<file path="config.mk">
export PLATFORM = sky130hd
export DESIGN_NAME = mersenne_mult_seq_flat
export DESIGN_NICKNAME = d
export VERILOG_FILES = /design/src/rtl/mersenne_pkg.sv /design/src/rtl/mersenne_mult_seq_if.sv /design/src/rtl/mersenne_mult_seq.sv /design/src/flat_wrapper.sv
export SDC_FILE = /design/constraint.sdc
export NUM_CORES = 1
export LEC_CHECK = 0
export ABC_AREA = 1
export BUFFER_PORTS_ARGS = -buffer_cell sky130_fd_sc_hd__buf_4
export CAP_MARGIN = 10
export CORE_AREA = 5 5 171 107
export DETAILED_ROUTE_END_ITERATION = 8
export DIE_AREA = 0 0 176 112
export GPL_TIMING_DRIVEN = 0
export PLACE_DENSITY = 0.62
export SLEW_MARGIN = 20
export SYNTH_ARGS = -nofsm -noshare
export SYNTH_HDL_FRONTEND = slang
export SYNTH_SLANG_ARGS = --single-unit
</file>
<file path="constraint.sdc">
create_clock -name clk -period 3.5 [get_ports clk]
set_clock_uncertainty 0.1 [all_clocks]
set_input_delay 1.05 -clock clk [delete_from_list [all_inputs] [get_ports clk]]
set_output_delay 1.05 -clock clk [all_outputs]
set_load 0.02 [all_outputs]
</file>
<file path="src/rtl/mersenne_pkg.sv">
`default_nettype none
// ============================================================================
// mersenne_pkg
// Shared constants and state encoding for the mod-(2^13-1) arithmetic blocks.
// Revision: 1.0
// ============================================================================
package mersenne_pkg;

  localparam int MERS_W = 13;
  localparam logic [MERS_W-1:0] MERS_P = 13'h1FFF;
  localparam int PROD_W = 2 * MERS_W;

  typedef enum logic [1:0] {
    IDLE = 2'd0,
    RUN  = 2'd1,
    DONE = 2'd2
  } mers_state_e;

endpackage : mersenne_pkg
`default_nettype wire

</file>
<file path="src/rtl/mersenne_mult_seq_if.sv">
`default_nettype none
// ============================================================================
// mersenne_mult_seq_if
// Start/done handshake and operand/product bus of the sequential multiplier.
// Revision: 1.0
// ============================================================================
interface mersenne_mult_seq_if #(
  parameter int WIDTH = 13
);

  logic               start;
  logic [WIDTH-1:0]   opa;
  logic [WIDTH-1:0]   opb;
  logic               busy;
  logic               done;
  logic [2*WIDTH-1:0] naive;

  modport master (
    output start, opa, opb,
    input  busy, done, naive
  );

  modport slave (
    input  start, opa, opb,
    output busy, done, naive
  );

endinterface : mersenne_mult_seq_if
`default_nettype wire

</file>
<file path="src/rtl/mersenne_mult_seq.sv">
`default_nettype none
// ============================================================================
// mersenne_mult_seq
// Constant-time shift-add multiplier producing the unreduced 2*WIDTH product.
// Revision: 1.0
// ============================================================================
module mersenne_mult_seq
  import mersenne_pkg::*;
#(
  parameter int WIDTH = MERS_W
) (
  input  wire logic            clk,
  input  wire logic            rst,
  mersenne_mult_seq_if.slave   bus
);

  localparam int CNT_W = $clog2(WIDTH);
  localparam int PW    = 2 * WIDTH;
  localparam logic [CNT_W-1:0] LAST_CNT = CNT_W'(WIDTH - 1);
  localparam logic [CNT_W-1:0] CNT_ONE  = CNT_W'(1);

  mers_state_e      state_q,  state_d;
  logic [PW-1:0]    mcand_q,  mcand_d;
  logic [WIDTH-1:0] mplier_q, mplier_d;
  logic [PW-1:0]    acc_q,    acc_d;
  logic [CNT_W-1:0] cnt_q,    cnt_d;
  logic [PW-1:0]    naive_q,  naive_d;

  logic [PW-1:0]    addend;
  logic [PW-1:0]    sum;

  // Adder is exercised every RUN cycle; only the operand select depends on data.
  assign addend = mplier_q[0] ? mcand_q : '0;
  assign sum    = acc_q + addend;

  always_ff @(posedge clk) begin
    if (rst) begin
      state_q  <= IDLE;
      mcand_q  <= '0;
      mplier_q <= '0;
      acc_q    <= '0;
      cnt_q    <= '0;
      naive_q  <= '0;
    end else begin
      state_q  <= state_d;
      mcand_q  <= mcand_d;
      mplier_q <= mplier_d;
      acc_q    <= acc_d;
      cnt_q    <= cnt_d;
      naive_q  <= naive_d;
    end
  end

  always_comb begin
    state_d  = state_q;
    mcand_d  = mcand_q;
    mplier_d = mplier_q;
    acc_d    = acc_q;
    cnt_d    = cnt_q;
    naive_d  = naive_q;

    unique case (state_q)
      IDLE, DONE: begin
        if (bus.start) begin
          mcand_d  = {{WIDTH{1'b0}}, bus.opa};
          mplier_d = bus.opb;
          acc_d    = '0;
          cnt_d    = '0;
          state_d  = RUN;
        end else begin
          state_d  = IDLE;
        end
      end
      RUN: begin
        acc_d    = sum;
        mcand_d  = mcand_q << 1;
        mplier_d = mplier_q >> 1;
        cnt_d    = cnt_q + CNT_ONE;
        if (cnt_q == LAST_CNT) begin
          naive_d = sum;
          state_d = DONE;
        end
      end
      default: state_d = IDLE;
    endcase
  end

  assign bus.busy  = (state_q == RUN);
  assign bus.done  = (state_q == DONE);
  assign bus.naive = naive_q;

endmodule : mersenne_mult_seq
`default_nettype wire

</file>
<file path="src/flat_wrapper.sv">
// flat-port wrapper written by rule: the top's interface ports become plain ports
module mersenne_mult_seq_flat import mersenne_pkg::*;
#(
  parameter int WIDTH = MERS_W
)
  (clk, rst, bus_start, bus_opa, bus_opb, bus_busy, bus_done, bus_naive);
  mersenne_mult_seq_if #(.WIDTH(WIDTH)) bus_i ();
  input  wire logic clk;
  input  wire logic rst;
  input wire logic [$bits(bus_i.start)-1:0] bus_start;
  input wire logic [$bits(bus_i.opa)-1:0] bus_opa;
  input wire logic [$bits(bus_i.opb)-1:0] bus_opb;
  output wire logic [$bits(bus_i.busy)-1:0] bus_busy;
  output wire logic [$bits(bus_i.done)-1:0] bus_done;
  output wire logic [$bits(bus_i.naive)-1:0] bus_naive;
  assign bus_i.start = bus_start;
  assign bus_i.opa = bus_opa;
  assign bus_i.opb = bus_opb;
  assign bus_busy = bus_i.busy;
  assign bus_done = bus_i.done;
  assign bus_naive = bus_i.naive;
  mersenne_mult_seq #(.WIDTH(WIDTH)) u_core (.clk(clk), .rst(rst), .bus(bus_i));
endmodule
</file>
Word-level counts from Yosys, hierarchy flattened
Cells that the tools add are included.
- bits in registers: 97
- logic and storage cells: 30
- equality and inequality tests: 5
- add/sub/neg operators: 2
- muxes and demuxes: 12
- reduce and logical (&&, ||, !) cells: 5
- operator list (operator ; count):
    $pmux W26 S2 ; 2
    $mux W26 ; 3
    $add A26 B26 Y26 ; 1
    $pmux W13 S2 ; 1
    $mux W13 ; 1
    $pmux W4 S2 ; 1
    $add A4 B1 Y4 const B ; 1
    $eq A4 B4 Y1 const B ; 1
    $mux W4 ; 1
    $pmux W2 S2 ; 1
    $reduce_and A2 Y1 ; 2
    $eq A2 B1 Y1 const B ; 1
    $eq A2 B2 Y1 const B ; 1
    $logic_not A2 Y1 ; 1
    $mux W2 ; 1
    $ne A2 B1 Y1 const B ; 1
    $ne A2 B2 Y1 const B ; 1
    $reduce_bool A2 Y1 ; 1
    $reduce_or A2 Y1 ; 1
    $mux W1 ; 1

Depth between registers and ports, before layout
- depth after elaboration: 4
- gate-level depth with buffers: 18
- depth with buffers taken out: 17

Least setup slack after synthesis
No wires, ideal clock.
- path type: reg-to-reg
- from: reg u_core.mplier_q[0]
- to: reg u_core.acc_q[14]
- path slack: 1.183 ns
- stages on the path, launching flop included: 15
- arrival: 2.085 ns
- required time: 3.268 ns
- cells stage by stage: dfxtp_1 > clkbuf_1 > clkbuf_1 > nand2_1 > inv_1 > ha_1 > nand2_2 > inv_1 > a21oi_1 > nand2_1 > inv_1 > nand2_1 > or2_2 > nand3_1 > a21oi_1
- longest elaborated chain between the ends: 3
- ends and longest elaborated chain (item ; line ; text):
    from (decl) ; mersenne_mult_seq.sv:24 ; logic [WIDTH-1:0] mplier_q, mplier_d;
    from (signal assigned) ; mersenne_mult_seq.sv:47 ; mplier_q <= mplier_d;
    $mux W26 ; mersenne_mult_seq.sv:33 ; assign addend = mplier_q[0] ? mcand_q : '0;
    $add A26 B26 Y26 ; mersenne_mult_seq.sv:34 ; assign sum = acc_q + addend;
    $pmux W26 S2 ; mersenne_mult_seq.sv:62 ; unique case (state_q)
    to (signal assigned) ; mersenne_mult_seq.sv:41 ; acc_q <= '0;
    to (signal assigned) ; mersenne_mult_seq.sv:48 ; acc_q <= acc_d;
    to (decl) ; mersenne_mult_seq.sv:25 ; logic [PW-1:0] acc_q, acc_d;
Every way passes these cells.
A chain may end at the register's enable or synchronous reset.

Worst setup path in the final report
- from: reg u_core.mplier_q[0]
- to: reg u_core.acc_q[8]
The elaborated chain is that of the path after synthesis.

==> results.sh <==
export IMPL_status="complete, no violations"
export IMPL_grt_pass1_vias=5141
export IMPL_finalHoldViolCount=0
export IMPL_worstPathArrival_ns=3.28
export IMPL_fp_dieW_um=176
export IMPL_rows=37
export IMPL_synthCells=906
export IMPL_ys_ff_latch=97
export IMPL_start_util_pct=34.0
export IMPL_via_per_inst=4.89
export IMPL_tightest_slew_ns=0.790
export IMPL_cts_hold_fix_buffers=0
export IMPL_pwr_share_seq_pct=48.6
export IMPL_drt_wl_total_um=17500
export IMPL_clock_latency_ns=0.35
export IMPL_critPathMaxFanout=9
export IMPL_yosysUniqueCellTypes=35
export IMPL_nFillCells=1831
export IMPL_clock_root_buffer="clkbuf_16"
export IMPL_drive_above_1_share_pct=10.6
export IMPL_multi_input_area_um2=3080
export IMPL_max_stage_delay_ns=0.49
export IMPL_syn_num_nets=963
export IMPL_pwr_share_comb_pct=8.6
export IMPL_hold_class="flip-flop to flip-flop"
export IMPL_wire_per_inst_um=14.7
export IMPL_drt_first_pass_iters=5
export IMPL_cp_end_kind="flip-flop"
export IMPL_drv_cap=0
export IMPL_synthToLayoutAreaGrowth_pct=17.3
export IMPL_netlist_area_um2=5660
export IMPL_slew_violations=0
export IMPL_io_pins=57
export IMPL_ir_worst_vdd_v=0.000188
export IMPL_fin_crit_sh_pct=88.4
export IMPL_avgSynthCellArea_um2=6.25
export IMPL_cts_tree="done"
export IMPL_critical_path_cell_chain="clkbuf_1 -> nand2_1 -> inv_1 -> ha_1 -> inv_1 -> fa_1 -> inv_1 -> nand3_1 -> nand3_1 -> nand2_1 -> nand2_2 -> xor2_1 -> nand2_1 -> a21oi_1"
export IMPL_track_usage_pct=17.7
export IMPL_num_vias=5819
export IMPL_drtIter0Drc=568
export IMPL_p_sw_mw=0.659
export IMPL_grt_setup_unrepaired="false"
export IMPL_place_area_um2=6340
export IMPL_min_period_ns=3.10
export IMPL_die_area_um2=19700
export IMPL_fin_util_pct=39.9
export IMPL_grt_pass1_wl_um=27900
export IMPL_p_int_mw=1.69
export IMPL_fin_nets=1029
export IMPL_path_class="flip-flop to flip-flop"
export IMPL_antenna_found_initial=1
export IMPL_ff_latch_area_um2=1940
export IMPL_cts_setup_buffers=0
export IMPL_grt_ovfl_total=0
export IMPL_htree_num_levels=3
export IMPL_relSlewSlack_pct=47.3
export IMPL_die_h_um=112
export IMPL_ys_seq_area_share_pct=34.3
export IMPL_worstHoldPathCells=2
export IMPL_clock_power_share_pct=42.8
export IMPL_cp_start_kind="flip-flop"
export IMPL_core_um2=16700
export IMPL_cts_made_buffers=9
export IMPL_grt_max_degree=20
export IMPL_place_congestion=0.984
export IMPL_fin_tns_setup_ns=0
export IMPL_ant_nets=0
export IMPL_io_buffers=55
export IMPL_clock_path_buffers=2
export IMPL_rr_worst_depth=14
export IMPL_slowest_stage="xor2_1"
export IMPL_cts_clk_slew_worst_paths_ns=0.08
export IMPL_final_setup_viol_count=0
export IMPL_clkSinkCount=97
export IMPL_n_antenna_cell=0
export IMPL_drc=0
export IMPL_sw_frac_of_total_pct=28.0
export IMPL_dp_final_hpwl_um=13900
export IMPL_p_per_area_nw_per_um2=354
export IMPL_final_area_um2=6640
export IMPL_p_leak_nw=3.31
export IMPL_post_cts_resized=0
export IMPL_synth_warnings=0
export IMPL_cp_required_ns=3.68
export IMPL_timing_fmax_mhz=323
## state kept, by name, summed over array words and instances (netlist names)
| name | flops |
|---|---|
| u_core.cnt_q | 4 |
| u_core.mcand_q | 26 |
| u_core.state_q | 2 |
| u_core.acc_q | 26 |
| u_core.mplier_q | 13 |
| u_core.bus.naive | 26 |
## kinds of logic (layout without fill, tap and decap cells)
kind of cell,count (synthesis),after routing,share of synthesized area [%]
xor gates and xnor gates,10,10,1.55
AOI/OAI and AO/OA,119,119,11.6
adders and majority gates,28,28,6.32
DFF,97,97,34.3
buffers and inverters,167,238,11.4
and+or+nand+nor,485,485,34.9
## final cells by class
cell class / count / area share (%)
plain buffers: 33 / 2.13
multi-input cells: 642 / 46.3
clock buffers: 9 / 3.39
flip-flops and latches: 97 / 29.2
inverters: 134 / 7.57
well taps: 214 / 4.03
clock inverters: 7 / 1.09
repair buffers: 55 / 6.22
## Yosys cell counts, drive strengths merged
cell / count / area [um^2]
o31ai: 1 / 7.51
clkbuf: 19 / 71.3
nand4: 8 / 50.1
or2: 4 / 25.0
a21oi: 69 / 349
inv: 133 / 499
o22ai: 1 / 6.26
dfxtp: 97 / 1940
fa: 1 / 20.0
xor2: 9 / 78.8
nand3: 47 / 245
a211oi: 1 / 7.51
o211ai: 1 / 7.51
o21ai: 14 / 70.1
ha: 27 / 338
nand3b: 2 / 15.0
nor2: 54 / 230
xnor2: 1 / 8.76
buf: 14 / 70.1
nand2: 367 / 1390
and2: 1 / 6.26
nor3: 2 / 10.0
clkinv: 1 / 3.75
o21bai: 1 / 7.51
a21o: 7 / 52.6
a31oi: 24 / 150
## worst paths after layout
kind                                startpoint                                 to  slack [ns]
min          u_core.bus.naive[12]$_SDFFE_PP0P_  u_core.bus.naive[12]$_SDFFE_PP0P_        0.37
min reg2reg  u_core.bus.naive[12]$_SDFFE_PP0P_  u_core.bus.naive[12]$_SDFFE_PP0P_        0.37
max            u_core.mplier_q[0]$_SDFFE_PP0P_       u_core.acc_q[8]$_SDFFE_PP0P_        0.40
max reg2reg    u_core.mplier_q[0]$_SDFFE_PP0P_       u_core.acc_q[8]$_SDFFE_PP0P_        0.40
## routing by layer
metal	wire length (um)	global-route usage (%)	vias up
met1	9740	30.4	2660
li1	-	-	2958
met4	114	2.49	0
met5	0	0	-
met3	1650	4.72	9
met2	6020	21.3	192
## through the flow
step	setup slack, ns	std cells	hold slack [ns]	total power, mW
after global routing	0.131	1191	0.391	2.44
after global placement	0.522	1175	0.353	1.37
after CTS	0.481	1191	0.371	2.37
after floorplan	1.18	906	0.336	1.28
after detailed placement	0.513	1175	0.356	1.37
final	0.405	1191	0.371	2.35
## worst max-delay path: cells and delay by family (launching register included)
family	cells	cell delay, ns
compound gates	1	0.14
simple gates	6	0.67
xor+xnor	1	0.49
fa+ha+maj	2	0.66
flops	1	0.32
buf+inv	4	0.66
## power by group through the flow
stage | clock, mW | sequential, mW | combinational, mW
detailed placement | 0 | 1.17 | 0.199
CTS | 1.02 | 1.14 | 0.200
global route | 1.07 | 1.15 | 0.223
floorplan | 0 | 1.17 | 0.116
global placement | 0 | 1.17 | 0.198
finish | 1.01 | 1.14 | 0.202
## layout by cell type (no fill, tap or decap), types with 2 or more instances in the layout
cell type  instances
a21o_1             7
a21oi_1           68
a31oi_1           24
buf_1              2
buf_2             11
buf_4             56
clkbuf_1          19
clkbuf_16          9
clkinv_4           2
dfxtp_1           97
ha_1              27
inv_1            131
inv_2              2
inv_8              2
nand2_1          361
nand2_2            6
nand3_1           45
nand3_2            2
nand3b_1           2
nand4_1            8
nor2_1            47
nor2_2             5
nor2_4             2
nor3_1             2
o21ai_0           14
or2_2              3
xor2_1             9
(Power assumes the default switching activity.)
